**config.mk**
```make
export PLATFORM = sky130hd
export DESIGN_NAME = lstm_sa_datapath_flat
export DESIGN_NICKNAME = d
export VERILOG_FILES = /design/src/rtl/lstm_sa_datapath_if.sv /design/src/rtl/lstm_sa_datapath.sv /design/src/flat_wrapper.sv
export SDC_FILE = /design/constraint.sdc
export NUM_CORES = 2
export LEC_CHECK = 0
export ABC_AREA = 1
export CAP_MARGIN = 40
export CORE_AREA = 2 2 191 380
export DETAILED_ROUTE_END_ITERATION = 10
export DIE_AREA = 0 0 193 382
export PLACE_DENSITY = 0.73
export SKIP_LAST_GASP = 1
export SLEW_MARGIN = 40
export SYNTH_ARGS = -nofsm -noshare
export SYNTH_HDL_FRONTEND = slang
export SYNTH_SLANG_ARGS = --single-unit
export TNS_END_PERCENT = 30
```
**constraint.sdc**
```tcl
create_clock -name sys_clk -period 6.65 [get_ports sys_clk]
set_input_delay 0.9975 -clock sys_clk [delete_from_list [all_inputs] [get_ports sys_clk]]
set_output_delay 0.9975 -clock sys_clk [all_outputs]
set_load 0.02 [all_outputs]
```
**src/rtl/lstm_sa_datapath_if.sv**
```systemverilog
// Handshake and data bus between the LSTM cell/weight fetcher side and the systolic datapath.
interface lstm_sa_datapath_if #(
  parameter int unsigned FEATURE_BITS = 4,
  parameter int unsigned ELEMENT_BITS = 8,
  parameter int unsigned P            = 4
);
  logic                      start_load_hidden;
  logic [FEATURE_BITS-1:0]   hidden_address;
  logic [ELEMENT_BITS-1:0]   lc_data_in;
  logic                      start_load_input;
  logic [ELEMENT_BITS-1:0]   mmi_data;
  logic                      done_load_input;
  logic                      start_operate;
  logic                      weight_req;
  logic [P*ELEMENT_BITS-1:0] weight_data;
  logic [ELEMENT_BITS-1:0]   lc_data_out;
  logic                      lc_oe_out;
  logic                      done_operate;

  modport master (
    output start_load_hidden, hidden_address, lc_data_in, start_load_input,
           mmi_data, start_operate, weight_data,
    input  done_load_input, weight_req, lc_data_out, lc_oe_out, done_operate
  );

  modport slave (
    input  start_load_hidden, hidden_address, lc_data_in, start_load_input,
           mmi_data, start_operate, weight_data,
    output done_load_input, weight_req, lc_data_out, lc_oe_out, done_operate
  );
endinterface

```
**src/rtl/lstm_sa_datapath.sv**
```systemverilog
// LSTM systolic-array datapath: x staging buffer, P-PE MAC array, drain/saturate and
// result stream to the cell. Computes y = W*x over GAMMA passes of P rows each.
module lstm_sa_datapath #(
  parameter int unsigned FEATURE_BITS = 4,
  parameter int unsigned ELEMENT_BITS = 8,
  parameter int unsigned P            = 4,
  parameter int unsigned M            = 9,
  parameter int unsigned FEATURES     = 4,
  parameter int unsigned FRAC_BITS    = 4
) (
  input logic              sys_clk,
  input logic              reset_n,
  lstm_sa_datapath_if.slave bus
);
  localparam int unsigned K     = FEATURES + M;
  localparam int unsigned GAMMA = (M + P - 1) / P;
  localparam int unsigned ACC_W = 2 * ELEMENT_BITS + FEATURE_BITS;
  localparam int unsigned FB    = FEATURE_BITS;
  localparam int unsigned EB    = ELEMENT_BITS;
  localparam int unsigned RW    = $clog2(GAMMA * P + 1);

  localparam logic signed [ACC_W-1:0] SAT_MAX = ACC_W'((2 ** (EB - 1)) - 1);
  localparam logic signed [ACC_W-1:0] SAT_MIN = ACC_W'(-(2 ** (EB - 1)));

  typedef enum logic [2:0] {IDLE, LOAD_IN, COMPUTE, DRAIN, STREAM} state_t;

  state_t                   r_state;
  logic [FB-1:0]            r_cnt;
  logic [FB-1:0]            r_k;
  logic [FB-1:0]            r_j;
  logic [RW-1:0]            r_g;
  logic [RW-1:0]            r_d;
  logic signed [EB-1:0]     r_x    [K];
  logic signed [ACC_W-1:0]  r_acc  [P];
  logic [EB-1:0]            r_ybuf [M];
  logic                     r_done_load;
  logic                     r_weight_req;
  logic [EB-1:0]            r_dout;
  logic                     r_oe;
  logic                     r_done_op;

  logic signed [EB-1:0]     w_w    [P];
  logic signed [ACC_W-1:0]  w_prod [P];
  logic signed [EB-1:0]     w_xk;
  logic signed [ACC_W-1:0]  w_shift;
  logic [EB-1:0]            w_sat;
  logic [RW-1:0]            w_row;
  logic [FB-1:0]            w_hid_idx;
  logic                     w_hid_we;

  // Broadcast x[k] against each PE's weight slice; drain side rounds acc_0 into a y element.
  always_comb begin
    w_xk = r_x[r_k];
    for (int i = 0; i < P; i++) begin
      w_w[i]    = bus.weight_data[i*EB +: EB];
      w_prod[i] = ACC_W'(w_w[i]) * ACC_W'(w_xk);
    end
    w_shift = r_acc[0] >>> FRAC_BITS;
    if (w_shift > SAT_MAX)      w_sat = SAT_MAX[EB-1:0];
    else if (w_shift < SAT_MIN) w_sat = SAT_MIN[EB-1:0];
    else                        w_sat = w_shift[EB-1:0];
    w_row     = r_g * RW'(P) + r_d;
    w_hid_idx = FB'(FEATURES) + bus.hidden_address;
    w_hid_we  = bus.start_load_hidden && (bus.hidden_address < FB'(M)) &&
                (r_state != COMPUTE) && (r_state != DRAIN);
  end

  // Control FSM; outputs are registered for the state being entered.
  always_ff @(posedge sys_clk) begin
    if (!reset_n) begin
      r_state      <= IDLE;
      r_cnt        <= '0;
      r_k          <= '0;
      r_j          <= '0;
      r_g          <= '0;
      r_d          <= '0;
      r_done_load  <= 1'b0;
      r_weight_req <= 1'b0;
      r_dout       <= '0;
      r_oe         <= 1'b0;
      r_done_op    <= 1'b0;
      for (int i = 0; i < K; i++) r_x[i]    <= '0;
      for (int i = 0; i < P; i++) r_acc[i]  <= '0;
      for (int i = 0; i < M; i++) r_ybuf[i] <= '0;
    end else begin
      r_done_load  <= 1'b0;
      r_weight_req <= 1'b0;
      r_dout       <= '0;
      r_oe         <= 1'b0;
      r_done_op    <= 1'b0;
      if (w_hid_we) r_x[w_hid_idx] <= bus.lc_data_in;
      case (r_state)
        IDLE: begin
          if (bus.start_load_input) begin
            r_state <= LOAD_IN;
            r_cnt   <= '0;
          end else if (bus.start_operate) begin
            r_state      <= COMPUTE;
            r_g          <= '0;
            r_k          <= '0;
            r_weight_req <= 1'b1;
          end
        end
        LOAD_IN: begin
          r_x[r_cnt] <= bus.mmi_data;
          if (r_cnt == FB'(FEATURES - 1)) begin
            r_state     <= IDLE;
            r_done_load <= 1'b1;
          end else begin
            r_cnt <= r_cnt + FB'(1);
          end
        end
        COMPUTE: begin
          for (int i = 0; i < P; i++) begin
            if (r_k == '0) r_acc[i] <= w_prod[i];
            else           r_acc[i] <= r_acc[i] + w_prod[i];
          end
          if (r_k == FB'(K - 1)) begin
            r_state <= DRAIN;
            r_d     <= '0;
          end else begin
            r_k          <= r_k + FB'(1);
            r_weight_req <= 1'b1;
          end
        end
        DRAIN: begin
          // PE chain shifts toward PE0; padding rows of the last pass are dropped.
          if (w_row < RW'(M)) r_ybuf[w_row] <= w_sat;
          for (int i = 0; i < P - 1; i++) r_acc[i] <= r_acc[i+1];
          r_acc[P-1] <= '0;
          if (r_d == RW'(P - 1)) begin
            if (r_g == RW'(GAMMA - 1)) begin
              r_state <= STREAM;
              r_j     <= '0;
              r_oe    <= 1'b1;
              r_dout  <= r_ybuf[0];
            end else begin
              r_state      <= COMPUTE;
              r_g          <= r_g + RW'(1);
              r_k          <= '0;
              r_weight_req <= 1'b1;
            end
          end else begin
            r_d <= r_d + RW'(1);
          end
        end
        STREAM: begin
          if (r_j == FB'(M - 1)) begin
            r_state   <= IDLE;
            r_done_op <= 1'b1;
          end else begin
            r_j    <= r_j + FB'(1);
            r_oe   <= 1'b1;
            r_dout <= r_ybuf[r_j + FB'(1)];
          end
        end
        default: r_state <= IDLE;
      endcase
    end
  end

  assign bus.done_load_input = r_done_load;
  assign bus.weight_req      = r_weight_req;
  assign bus.lc_data_out     = r_dout;
  assign bus.lc_oe_out       = r_oe;
  assign bus.done_operate    = r_done_op;
endmodule

```
**src/flat_wrapper.sv**
```systemverilog
// flat-port wrapper written by rule: the top's interface ports become plain ports
module lstm_sa_datapath_flat 
#(
  parameter int unsigned FEATURE_BITS = 4,
  parameter int unsigned ELEMENT_BITS = 8,
  parameter int unsigned P            = 4,
  parameter int unsigned M            = 9,
  parameter int unsigned FEATURES     = 4,
  parameter int unsigned FRAC_BITS    = 4
)
  (sys_clk, reset_n, bus_start_load_hidden, bus_hidden_address, bus_lc_data_in, bus_start_load_input, bus_mmi_data, bus_start_operate, bus_weight_data, bus_done_load_input, bus_weight_req, bus_lc_data_out, bus_lc_oe_out, bus_done_operate);
  lstm_sa_datapath_if #(.FEATURE_BITS(FEATURE_BITS), .ELEMENT_BITS(ELEMENT_BITS), .P(P)) bus_i ();
  input logic sys_clk;
  input logic reset_n;
  input wire logic [$bits(bus_i.start_load_hidden)-1:0] bus_start_load_hidden;
  input wire logic [$bits(bus_i.hidden_address)-1:0] bus_hidden_address;
  input wire logic [$bits(bus_i.lc_data_in)-1:0] bus_lc_data_in;
  input wire logic [$bits(bus_i.start_load_input)-1:0] bus_start_load_input;
  input wire logic [$bits(bus_i.mmi_data)-1:0] bus_mmi_data;
  input wire logic [$bits(bus_i.start_operate)-1:0] bus_start_operate;
  input wire logic [$bits(bus_i.weight_data)-1:0] bus_weight_data;
  output wire logic [$bits(bus_i.done_load_input)-1:0] bus_done_load_input;
  output wire logic [$bits(bus_i.weight_req)-1:0] bus_weight_req;
  output wire logic [$bits(bus_i.lc_data_out)-1:0] bus_lc_data_out;
  output wire logic [$bits(bus_i.lc_oe_out)-1:0] bus_lc_oe_out;
  output wire logic [$bits(bus_i.done_operate)-1:0] bus_done_operate;
  assign bus_i.start_load_hidden = bus_start_load_hidden;
  assign bus_i.hidden_address = bus_hidden_address;
  assign bus_i.lc_data_in = bus_lc_data_in;
  assign bus_i.start_load_input = bus_start_load_input;
  assign bus_i.mmi_data = bus_mmi_data;
  assign bus_i.start_operate = bus_start_operate;
  assign bus_i.weight_data = bus_weight_data;
  assign bus_done_load_input = bus_i.done_load_input;
  assign bus_weight_req = bus_i.weight_req;
  assign bus_lc_data_out = bus_i.lc_data_out;
  assign bus_lc_oe_out = bus_i.lc_oe_out;
  assign bus_done_operate = bus_i.done_operate;
  lstm_sa_datapath #(.FEATURE_BITS(FEATURE_BITS), .ELEMENT_BITS(ELEMENT_BITS), .P(P), .M(M), .FEATURES(FEATURES), .FRAC_BITS(FRAC_BITS)) u_core (.sys_clk(sys_clk), .reset_n(reset_n), .bus(bus_i));
endmodule
```
==> summary.md <==
| Metric | Value |
|---|---|
| Synth top area cells | `edfxtp_1 (29%), fa_1 (14%), ha_1 (8.1%)` |
| WL final | `105,000 um` |
| DRT Pass-1 Iters | `8` |
| Avg Cell Area, Syn | `8.15 um2` |
| Measured slew at the worst slew-check pin | `0.886 ns` |
| Port bufs | `68` |
| Clk buf depth | `3` |
| First-pass GRT wire length | `160,000 um` |
| Hold WC Path Type | `flip-flop to flip-flop` |
| Die H | `382 um` |
| Final Critical Period | `6.79 ns` |
| Core area | `0.0708 mm2` |
| All-Layer GR Usage | `0.284` |
| Fmax | `147 MHz` |
| Post-DP HPWL | `80,100 um` |
| Period utilization | `1.02` |
| Worst-Skew Late Latency | `0.62 ns` |
| Critical path buffers and inverters | `10` |
| FP Rows | `138` |
| Final setup margin | `-0.140 ns` |
| Drt wl/cell | `19.5 um` |
| DR vias/cell | `5.51` |
| Pre-CTS WS | `-0.907 ns` |
| Post-synth top area share | `0.295` |
| Reg clk slew, reported paths | `0.08 ns` |
| Crit end category | `flip-flop` |
| Setup Viol. Count Final | `16` |
| CTS sink cnt | `375` |
| Initial Util | `0.455` |
| Final slew viol count | `0` |
| Post-synthesis cell type count | `56` |
| Syn Inst Count | `3,951` |
| Number of global-route vias before repair | `31,400` |
| H-Tree Depth | `2` |
| Yosys reg bits | `375` |
| Final hold vios | `0` |
| Vias | `29,700` |
| Required @ worst endpoint | `7.01 ns` |
| Synth async-reset ratio | `0` |
| CP Launch Type | `flip-flop` |
| CTS tree | `built` |
| Count leader, synth | `nand2_1` |
| CTS Root Cell | `clkbuf_16` |
| # DRC | `0` |
| Failing checks | `setup timing` |
| Cell Area, Synth | `0.0322 mm2` |
| Worst setup path category | `flip-flop to flip-flop` |
| Largest net degree at the start of global routing | `68` |
| Critical Path AT | `7.15 ns` |
| RSZ-0062 raised after global routing | `true` |
| Number of synthesized flops with an enable pin | `316` |
| Share of cells above drive strength 1 | `0.213` |
| Worst path most repeated cell | `nand2_1` |
| Layout area overhead | `26.8%` |
| Slew headroom | `0.409` |
| Filler cells | `6,119` |
| Max-capacitance violation count | `0` |
| Number of DRC markers in iteration 0 | `1,624` |
| Sequential area share after synthesis | `0.331` |
| Synth cell count leaders | `nand2_1 (653), inv_1 (652), nor2_1 (567), edfxtp_1 (316), o21ai_0 (289)` |
| CP delay by family, top | `adder cells` |
| Yosys warning total | `0` |
| Post-CTS Hold Fix Bufs | `0` |
| Routability-driven placement congestion ratio | `0.939` |
| Top FF cell, synth | `edfxtp_1` |
| Worst Skew | `0.0433 ns` |
| Slowest cell on the critical path | `fa_1` |
| Die ar. | `0.0737 mm2` |
| Critical path's largest stage delay | `0.57 ns` |
| Final antenna-violating net count | `0` |
| Antenna violations before repair | `1` |
| Status | `finished with violations` |
| GR Overflow Total | `0` |
| Total CTS buffers | `37` |
| Chip width | `193 um` |
| Synth area leader | `edfxtp_1` |
| Boundary pin count | `69` |
| Layout net count | `4,941` |
| CP max FO | `11` |
[layer usage]
metal	routed length, um	global-route usage	up-vias
li1	-	-	13900
met1	31900	0.250	14100
met2	55900	0.533	1195
met3	5050	0.0358	578
met4	12300	0.278	0
met5	0	0	-
[flip-flops by register name, summed over array words and instances (netlist names), named ones only]
register,cells
u_core.bus.weight_req,1
u_core.bus.lc_data_out,8
u_core.r_acc,80
u_core.bus.done_load_input,1
u_core.r_d,4
u_core.r_g,4
u_core.r_ybuf,128
u_core.bus.lc_oe_out,1
u_core.r_x,128
u_core.r_state,3
u_core.r_cnt,4
u_core.r_k,4
u_core.r_j,4
u_core.bus.done_operate,1
[metrics by stage]
step	hold slack [ns]	std cells	setup TNS, ns	instance area, um2	utilization
after floorplan	0.469	3982	0	32300	-
after global placement	0.484	5255	-26.03	36900	0.521
after detailed placement	0.494	5256	-30.41	36900	0.521
after CTS	0.511	5363	-0.125	39800	0.562
after global routing	0.537	5390	-11.00	40800	0.577
final	0.515	5391	-0.875	40800	0.577
[kinds of logic (layout without fill, tap and decap cells)]
family / after synthesis / after routing / synth area share
buf+inv: 793 / 1291 / 0.0950
xor+xnor: 71 / 71 / 0.0195
flops: 375 / 375 / 0.331
mux: 28 / 28 / 0.00870
fa+ha+maj: 433 / 433 / 0.220
other cells: 1 / 33 / 0.000116
simple gates: 1561 / 1561 / 0.204
compound gates: 689 / 689 / 0.121
[worst register-to-register path, delay by kind of cell, from the launching register on]
family                   cells  cell delay (ns)
XOR/XNOR                     1             0.17
flip-flops                   1             0.34
AO/OA/AOI/OAI                6             0.80
adder cells (fa/ha/maj)      6             2.68
buffers and inverters       10             1.02
AND/OR/NAND/NOR             13             1.52
[area by class of cell]
| class | instances | area [um2] | area share |
|---|---|---|---|
| repair buffers | 546 | 4590 | 0.112 |
| well taps | 910 | 1140 | 0.0279 |
| flip-flops and latches | 375 | 10700 | 0.261 |
| clock buffers | 40 | 937 | 0.0229 |
| clock inverters | 28 | 432 | 0.0106 |
| diodes | 1 | 2.50 | 0.0000613 |
| multi-input cells | 2814 | 20500 | 0.501 |
| inverters | 676 | 2580 | 0.0632 |
| repair inverters | 1 | 16.3 | 0.000398 |
[cells in the final DEF (no fill, tap or decap), types with 52 or more instances in the layout]
cell	count
buf_4	442
ha_4	63
nor2_1	511
o211ai_1	67
edfxtp_1	316
nand3_1	191
fa_1	217
ha_1	143
nor2_2	52
nand2_1	592
o21ai_0	254
inv_2	53
a21oi_1	147
dfxtp_1	56
clkdlybuf4s50_1	68
inv_1	610
[path summary, 6_finish.rpt]
check / from / to / slack (ns) / cells past startpoint
worst max-delay path: flip-flop / u_core.r_acc[2][18]$_DFFE_PP_ / -0.14 / 36
worst min-delay path: u_core.r_j[3]$_SDFFE_PN0P_ / u_core.r_j[3]$_SDFFE_PN0P_ / 0.51 / 2
worst max register to register: flip-flop / u_core.r_acc[2][18]$_DFFE_PP_ / -0.14 / 36
worst min register to register: u_core.r_j[3]$_SDFFE_PN0P_ / u_core.r_j[3]$_SDFFE_PN0P_ / 0.51 / 2
[timing repair]
item / CTS / global route
setup buffers: 39 / 26
pin swaps: 90 / 106
setup endpoints to repair: 53 / 49
cloned: 2 / 1
gates resized for setup: 241 / 228
Power is left out: the tool's default activity adds up to more than one toggle a clock period on the data nets, which glitch-free logic cannot reach.
